File: config.mk
export PLATFORM = sky130hd
export DESIGN_NAME = ram64_arbiter
export DESIGN_NICKNAME = d
export VERILOG_FILES = /design/src/rtl/ram64_arbiter.sv
export SDC_FILE = /design/constraint.sdc
export NUM_CORES = 1
export LEC_CHECK = 0
export CORE_ASPECT_RATIO = 1.1
export CORE_UTILIZATION = 37
export DETAILED_ROUTE_END_ITERATION = 10
export PLACE_DENSITY = 0.84
export SLEW_MARGIN = 30
export SYNTH_ARGS = -nofsm -noshare
export SYNTH_HDL_FRONTEND = slang
export SYNTH_SLANG_ARGS = --single-unit
File: constraint.sdc
create_clock -name clk -period 2 [get_ports clk]
set_input_delay 0.3 -clock clk [delete_from_list [all_inputs] [get_ports clk]]
set_output_delay 0.3 -clock clk [all_outputs]
set_load 0.1 [all_outputs]
File: src/rtl/ram64_arbiter.sv
// Round-robin A/B arbiter and clear sequencer in front of a single ram64 (64 x 16, async read).
// Reads return 1 cycle after grant; requesters hold req until gnt, and no grants are given while clearing.
module ram64_arbiter #(
  parameter int               WIDTH     = 16,
  parameter int               AW        = 6,
  parameter logic [WIDTH-1:0] CLEAR_VAL = '0
) (
  input  logic             clk,
  input  logic             rst_n,
  input  logic             req_a,
  input  logic             we_a,
  input  logic [AW-1:0]    addr_a,
  input  logic [WIDTH-1:0] wdata_a,
  output logic             gnt_a,
  output logic             rvalid_a,
  output logic [WIDTH-1:0] rdata_a,
  input  logic             req_b,
  input  logic             we_b,
  input  logic [AW-1:0]    addr_b,
  input  logic [WIDTH-1:0] wdata_b,
  output logic             gnt_b,
  output logic             rvalid_b,
  output logic [WIDTH-1:0] rdata_b,
  input  logic             clear_start,
  output logic             busy,
  output logic             clear_done,
  output logic [WIDTH-1:0] ram_in,
  output logic             ram_load,
  output logic [AW-1:0]    ram_address,
  input  logic [WIDTH-1:0] ram_out
);

  localparam logic [0:0]    ST_IDLE  = 1'b0;
  localparam logic [0:0]    ST_CLEAR = 1'b1;
  localparam logic          SEL_A    = 1'b0;
  localparam logic          SEL_B    = 1'b1;
  localparam logic [AW-1:0] CNT_LAST = '1;

  typedef struct packed {
    logic             we;
    logic [AW-1:0]    addr;
    logic [WIDTH-1:0] dat;
  } acc_t;

  logic [0:0]       state_q, state_d;
  logic [AW-1:0]    cnt_q, cnt_d;
  logic             last_q, last_d;
  logic             rvalid_a_q, rvalid_a_d;
  logic             rvalid_b_q, rvalid_b_d;
  logic [WIDTH-1:0] rdata_a_q, rdata_a_d;
  logic [WIDTH-1:0] rdata_b_q, rdata_b_d;
  logic             clear_done_q, clear_done_d;

  acc_t acc_a, acc_b, acc_sel;
  logic arb_en, gnt_a_c, gnt_b_c;

  // A clear_start cycle arbitrates nobody, so the sweep owns the RAM from its first edge.
  always_comb begin
    acc_a   = {we_a, addr_a, wdata_a};
    acc_b   = {we_b, addr_b, wdata_b};
    arb_en  = (state_q == ST_IDLE) && !clear_start;
    gnt_a_c = arb_en && req_a && (!req_b || (last_q == SEL_B));
    gnt_b_c = arb_en && req_b && (!req_a || (last_q == SEL_A));
    acc_sel = gnt_b_c ? acc_b : acc_a;
  end

  // A write is suppressed while reset is held so reset never disturbs RAM contents.
  always_comb begin
    ram_address = acc_sel.addr;
    ram_in      = acc_sel.dat;
    ram_load    = (gnt_a_c || gnt_b_c) && acc_sel.we;
    if (state_q == ST_CLEAR) begin
      ram_address = cnt_q;
      ram_in      = CLEAR_VAL;
      ram_load    = 1'b1;
    end
    if (!rst_n) begin
      ram_load = 1'b0;
    end
  end

  always_comb begin
    state_d      = state_q;
    cnt_d        = cnt_q;
    last_d       = last_q;
    clear_done_d = 1'b0;
    rvalid_a_d   = gnt_a_c && !we_a;
    rvalid_b_d   = gnt_b_c && !we_b;
    rdata_a_d    = rvalid_a_d ? ram_out : rdata_a_q;
    rdata_b_d    = rvalid_b_d ? ram_out : rdata_b_q;
    if (gnt_a_c) begin
      last_d = SEL_A;
    end else if (gnt_b_c) begin
      last_d = SEL_B;
    end
    case (state_q)
      ST_IDLE: begin
        if (clear_start) begin
          state_d = ST_CLEAR;
          cnt_d   = '0;
        end
      end
      default: begin
        cnt_d = cnt_q + 1'b1;
        if (cnt_q == CNT_LAST) begin
          state_d      = ST_IDLE;
          cnt_d        = '0;
          clear_done_d = 1'b1;
        end
      end
    endcase
  end

  always_ff @(posedge clk) begin
    if (!rst_n) begin
      state_q      <= ST_IDLE;
      cnt_q        <= '0;
      last_q       <= SEL_B;
      rvalid_a_q   <= 1'b0;
      rvalid_b_q   <= 1'b0;
      rdata_a_q    <= '0;
      rdata_b_q    <= '0;
      clear_done_q <= 1'b0;
    end else begin
      state_q      <= state_d;
      cnt_q        <= cnt_d;
      last_q       <= last_d;
      rvalid_a_q   <= rvalid_a_d;
      rvalid_b_q   <= rvalid_b_d;
      rdata_a_q    <= rdata_a_d;
      rdata_b_q    <= rdata_b_d;
      clear_done_q <= clear_done_d;
    end
  end

  assign gnt_a      = gnt_a_c;
  assign gnt_b      = gnt_b_c;
  assign rvalid_a   = rvalid_a_q;
  assign rvalid_b   = rvalid_b_q;
  assign rdata_a    = rdata_a_q;
  assign rdata_b    = rdata_b_q;
  assign busy       = (state_q == ST_CLEAR);
  assign clear_done = clear_done_q;

endmodule

==> metrics.txt, run 1 <==
post-DP HPWL=5240 microns; P_sw=0.000977 W; Synth area leaders=dfxtp_1 (40%), mux2i_1 (15%), nand2_1 (9.3%); Core ar.=5470 sq um; WHS Path Cells=3; vias in the first global route=2335; sequential cell fraction of total power=35.3%; mapped cell area=2140 sq um; worst hold slack=0.401 ns; Worst-Skew Late Latency=0.29 ns; FMAX=0.488 GHz; input/output buffers=127; Synth area leader=dfxtp_1; top cells by count, synth=nand2_1 (53), dfxtp_1 (43), mux2i_1 (33); clock sink total=43; max-cap violations=0; die outline height=81.7 microns; count leader, synth=nand2_1; flops & latches, synth=43; multiplexer share of the synthesized area=15.5%; kind of critical path=reg2out; final hold violations=0; headroom to the max-slew limit=64.0%; yosys warns=0; crit path max fanout=10; CP arrival=1.75 ns; Starting Density=39.1%; RSZ-0062 raised after global routing=true; Switching Fraction=38.6%; Tot Pwr=0.00253 W; PD cells=620 nW/um^2; Leak=1.73 nW; Synth cell types=36; Async SR Flop Fraction=0%; Final Setup Violations=19; first-pass GRT wire length=10400 microns; Post-Syn Area per Cell=8.51 sq um; initial antenna violation count=0; Syn Nets=319; worst slew pin tran=0.540 ns; Detail Route Antenna Nets=0; cell-internal power=0.00155 W; DRC errors left=0; H-tree depth=2; CTS buffer count=5; largest net degree at the start of global routing=58; number of synthesized flops with an enable pin=0; r2r worst-path depth=5; ys flop type=dfxtp_1; top cell type's share of synthesized area=40.3%; maximum VDD drop=0.548 mV; CTS root buf=clkbuf_8; fin crit period=2.05 ns; gpl congestion=0.741; first-pass iteration count of the detailed router=4; run status=complete, but fails checks; Compound-Gate Fraction of Synth Area=10.8%; vias per cell=5.06; Ports=128; Clock Path Buffers=2; WL per Instance=14.8 microns; cells after synthesis=251; Seq/Total Area, Yosys=40.3%; Synth Area in XOR/XNOR=0%; GRT overflow=0; Final Cycle Share=102%; Critical Path RT=1.70 ns; share of layout cells above drive strength 1=30.3%; CP startpoint kind=register; Core Rows=28; Final nets=453; Die ar.=6080 sq um; simple-gate share of the synthesized area=28.2%; Initial DRC Count=81; fillers=425; crit end category=output pin; chip width=74.5 microns; Clock Pin Slew Worst Setup and Hold Paths=0.08 ns; final WL=6810 microns; Adder-Cell Fraction of Synth Area=0.585%; failing checks=setup timing; vias post-DR=2331; Worst Skew=0.00385 ns; Setup WS post-layout=-0.0481 ns; HP Class=in2reg; main combinational cell family by area after synthesis=simple AND/OR/NAND/NOR gates; area grow syn2layout=90.8%; Comb power frac=44.1%; CTS tree=done; # diodes=0; Clk pwr share=20.6%; overall global routing resource usage=22.2%; max-slew violation count=0
==> power by group through the flow <==
stage               Sequential, W  Combinational, W  Clock [W]
detailed placement       0.000912           0.00111          0
finish                   0.000892           0.00112   0.000522
CTS                      0.000892           0.00112   0.000537
global route             0.000895           0.00116   0.000566
floorplan                 0.00104          0.000546          0
global placement         0.000911           0.00110          0
==> metrics by stage <==
stage	setup TNS, ns	worst slack (ns)	instance area [sq um]	utilization (%)	cells
floorplan	-0.810	-0.184	2350	-	251
finish	-0.557	-0.0481	4080	74.6	461
global route	-1.90	-0.103	4080	74.6	461
detailed placement	-7.51	-0.319	3960	72.4	451
CTS	-0.837	-0.0623	4060	74.3	460
global placement	-6.37	-0.288	3960	72.4	451
==> logic make-up after synthesis <==
logic type,count (synthesis)
and+or+nand+nor,118
DFF,43
AOI/OAI and AO/OA,36
adders and majority gates,1
muxes,33
buffers and inverters,20
==> critical path: stages (launching register included) <==
cell and delay, ns:
dfxtp_4 0.36, or3b_4 0.41, a21oi_4 0.17, buf_12 0.16
buf_12 0.13, o21ai_4 0.07, buf_12 0.16
==> cells in the final DEF (no fill, tap or decap), drive strengths merged, types with 2 or more instances in the layout <==
cell	instances
and3	3
nand2b	18
clkdlybuf4s50	62
dlygate4sd2	3
a221o	6
buf	79
dfxtp	43
mux2i	33
or3b	2
inv	3
nand3	20
clkbuf	7
nor2	4
nor3b	2
nand4	2
nand2	53
a21oi	5
and2	6
nand3b	3
o21ai	18
==> cell type report <==
cell class	instances	area, sq um	share of cell area, %
inverters	3	11.3	0.276
flip-flops and latches	43	865	21.2
multi-input cells	188	1390	34.1
clock buffers	7	76.3	1.87
repair buffers	144	1640	40.1
clock inverters	1	5.00	0.123
well taps	75	93.8	2.30
==> registers in the layout, summed over array words and instances (netlist names) <==
name and cells:
rdata_a 16, rdata_b 16, cnt_q 6, busy 1, clear_done 1, last_q 1, rvalid_a 1, rvalid_b 1
==> routing by layer <==
layer	share of wire (%)	vias up	wire length [microns]	GRT usage, %
met4	1.3	0	87	6.42
met5	0	-	0	0
met3	10	10	697	9.08
met1	39	1070	2630	22.3
met2	50	106	3400	41.4
li1	-	1145	-	-
==> path summary, 6_finish.rpt <==
| check | slack, ns | endpoint | startpoint |
|---|---|---|---|
| worst min-delay path | 0.40 | rvalid_b$_SDFF_PN0_ | rst_n |
| worst min register to register | 0.46 | rdata_b[3]$_SDFFE_PN0P_ | rdata_b[3]$_SDFFE_PN0P_ |
| worst max-delay path | -0.05 | ram_in[7] | busy$_SDFF_PN0_ |
| worst max register to register | 0.35 | rdata_a[6]$_SDFFE_PN0P_ | busy$_SDFF_PN0_ |
==> timing repair <==
action                                 4_1_cts  5_1_grt
cloned                                       0        1
hold buffers                                 0        0
setup buffers                                1        0
resized for setup                            6        4
pin swaps                                    0        1
endpoints found under the hold margin        0        0
setup endpoints to repair                   25       24
No activity file was read; power rests on OpenSTA's default activity.
==> inputs of run 2 (changes only) <==
- CORE_UTILIZATION: 37 -> 31
- PLACE_DENSITY: 0.84 -> 0.73
==> run 2 against run 1 <==
The run still ends with setup timing left. Hold slack better by 0.0019 ns. Clock power is 33% higher. Critical endpoint is now ram_in[6]. Sequential share of layout area is 0.63 points lower. Power is 7.7% higher. Worst setup slack worse by 0.036 ns. Core utilization is 11 points lower. Routed wire length is 1.4% higher. Sequential cell count stayed put.
==> metrics.txt, run 2 (synthesized netlist as in run 1, its figures left out) <==
run status=complete, but fails checks (unchanged); failing checks=setup timing (unchanged); Core Rows=31 (was 28); initial antenna violation count=0 (unchanged); CTS buffer count=5 (unchanged); PD cells=648 nW/um^2 (was 620 nW/um^2); Final nets=461 (was 453); RSZ-0062 raised after global routing=true (unchanged); Most Crowded Layer GR=met2 (unchanged); max-cap violations=0 (unchanged); # diodes=0 (unchanged); Core ar.=6630 sq um (was 5470 sq um); Tot Pwr=0.00272 W (was 0.00253 W); most frequent cells in the layout=clkdlybuf4s50_1 (62), nand2_1 (53), buf_4 (48), dfxtp_1 (42), mux2i_1 (33) (was clkdlybuf4s50_1 (62), nand2_1 (53), buf_4 (44), dfxtp_1 (42), mux2i_1 (33)); vias in the first global route=2365 (was 2335); final instance area=4200 sq um (was 4080 sq um); Crit. Startpoint=busy$_SDFF_PN0_ (unchanged); H-tree depth=2 (unchanged); Die ar.=7230 sq um (was 6080 sq um); CP startpoint kind=register (unchanged); cell-internal power=0.00173 W (was 0.00155 W); Initial DRC Count=39 (was 81); met3 Usage GRT=5.20% (was 9.08%); Cell Area, Placed=3980 sq um (was 3960 sq um); Crit Reg-Reg Startpoint=busy$_SDFF_PN0_ (unchanged); Final Cycle Share=104% (was 102%); overall global routing resource usage=19.2% (was 22.2%); M2 GR Usage=36.4% (was 41.4%); post-DP HPWL=5110 microns (was 5240 microns); CTS tree=done (unchanged); area grow syn2layout=96.6% (was 90.8%); Starting Density=32.2% (was 39.1%); maximum VDD drop=0.576 mV (was 0.548 mV); Comb power frac=41.7% (was 44.1%); worst slew pin tran=0.546 ns (was 0.540 ns); fin crit period=2.08 ns (was 2.05 ns); input/output buffers=127 (unchanged); Switching Fraction=36.6% (was 38.6%); GRT overflow=0 (unchanged); Clock Path Buffers=2 (unchanged); reg2reg end=rdata_a[4]$_SDFFE_PN0P_ (was rdata_a[6]$_SDFFE_PN0P_); final hold violations=0 (unchanged); reg2reg setup slack=0.36 ns (was 0.35 ns); met1 Track Usage GR=20.5% (was 22.3%); gpl congestion=0.868 (was 0.741); Worst-Skew Late Latency=0.29 ns (about the same); Ports=128 (unchanged); max-slew violation count=0 (unchanged); Worst Skew=0.00352 ns (was 0.00385 ns); CP arrival=1.78 ns (was 1.75 ns); Clock Pin Slew Worst Setup and Hold Paths=0.08 ns (about the same); clock sink total=43 (unchanged); placed cells=460 (was 451); Final Setup Violations=19 (unchanged); Critical Path RT=1.70 ns (about the same); first-pass iteration count of the detailed router=4 (unchanged); final WL=6910 microns (was 6810 microns); crit path to=ram_in[6] (was ram_in[7]); Setup WS post-layout=-0.0844 ns (was -0.0481 ns); die outline height=89.1 microns (was 81.7 microns); setup_tns=-1.26 ns (was -0.557 ns); headroom to the max-slew limit=63.6% (was 64.0%); crit end category=output pin (unchanged); Post-Layout Cell Count=476 (was 461); first-pass GRT wire length=10700 microns (was 10400 microns); CTS root buf=clkbuf_8 (unchanged); final core utilization=63.3% (was 74.6%); Leak=1.79 nW (was 1.73 nW); largest net degree at the start of global routing=58 (unchanged); kind of critical path=reg2out (unchanged); vias post-DR=2363 (was 2331); WL per Instance=14.5 microns (was 14.8 microns); chip width=81.2 microns (was 74.5 microns); crit path max fanout=5 (was 10); Detail Route Antenna Nets=0 (unchanged); Clk pwr share=25.5% (was 20.6%); most common cell after layout, fill and taps aside=clkdlybuf4s50_1 (unchanged); vias per cell=4.96 (was 5.06); P_sw=0.000997 W (was 0.000977 W); HP Class=in2reg (unchanged); DRC errors left=0 (unchanged); FMAX=0.480 GHz (was 0.488 GHz); share of layout cells above drive strength 1=32.5% (was 30.3%); r2r worst-path depth=5 (unchanged); sequential cell fraction of total power=32.7% (was 35.3%)
==> run 2: metrics by stage <==
step / hold WS, ns / setup slack (ns)
CTS: 0.400 / -0.0927
global placement: 0.443 / -0.256
floorplan: 0.379 / -0.184
detailed placement: 0.450 / -0.270
global route: 0.409 / -0.122
finish: 0.403 / -0.0844
==> run 2: final cells by class <==
class                      count  area (sq um)
inverter                       3          11.3
clock inverter                 2          35.0
multi-input combinational    188          1400
clock buffer                   6          82.6
sequential                    43           865
fill                         551          2430
timing repair buffer         152          1710
tap                           82           103
==> run 2: worst max-delay path, cell delays in order, from the launching register on <==
cell and delay, ns:
dfxtp_4 0.35, or3b_4 0.39, a21oi_4 0.16, buf_6 0.13, buf_12 0.11, buf_12 0.12
o21ai_4 0.06, buf_12 0.17
==> run 2: power by group through the flow <==
stage	clock network (W)	logic (W)	registers, W
after floorplan	0	0.000546	0.00104
after global placement	0	0.00110	0.000915
after detailed placement	0	0.00111	0.000916
after CTS	0.000721	0.00113	0.000892
after global routing	0.000754	0.00118	0.000896
final	0.000695	0.00114	0.000892
==> run 2: worst min-delay path by stage <==
| stage | slack [ns] | cells past startpoint | startpoint | to |
|---|---|---|---|---|
| 6_report | 0.40 | 3 | rst_n | cnt_q[1]$_SDFFE_PN0P_ |
| 5_1_grt | 0.41 | 3 | rst_n | rvalid_b$_SDFF_PN0_ |
| 4_1_cts | 0.40 | 3 | rst_n | cnt_q[1]$_SDFFE_PN0P_ |
| 3_5_place_dp | 0.45 | 2 | rdata_a[8]$_SDFFE_PN0P_ | rdata_a[8]$_SDFFE_PN0P_ |
| 3_3_place_gp | 0.44 | 2 | rdata_a[9]$_SDFFE_PN0P_ | rdata_a[9]$_SDFFE_PN0P_ |
| 2_1_floorplan | 0.38 | 1 | we_a | rvalid_a$_SDFF_PN0_ |
==> run 2: per-layer routing <==
layer  up-vias  routed length (microns)
met1      1092                     2790
met5         -                        0
li1       1160                        -
met4         0                       68
met2       106                     3410
met3         5                      648
==> run 2: what timing repair did <==
item	4_1_cts	5_1_grt
setup buffers	4	3
cloned	1	1
pin swaps	13	3
hold buffers	0	0
endpoints found under the setup margin	24	24
resized for setup	10	4
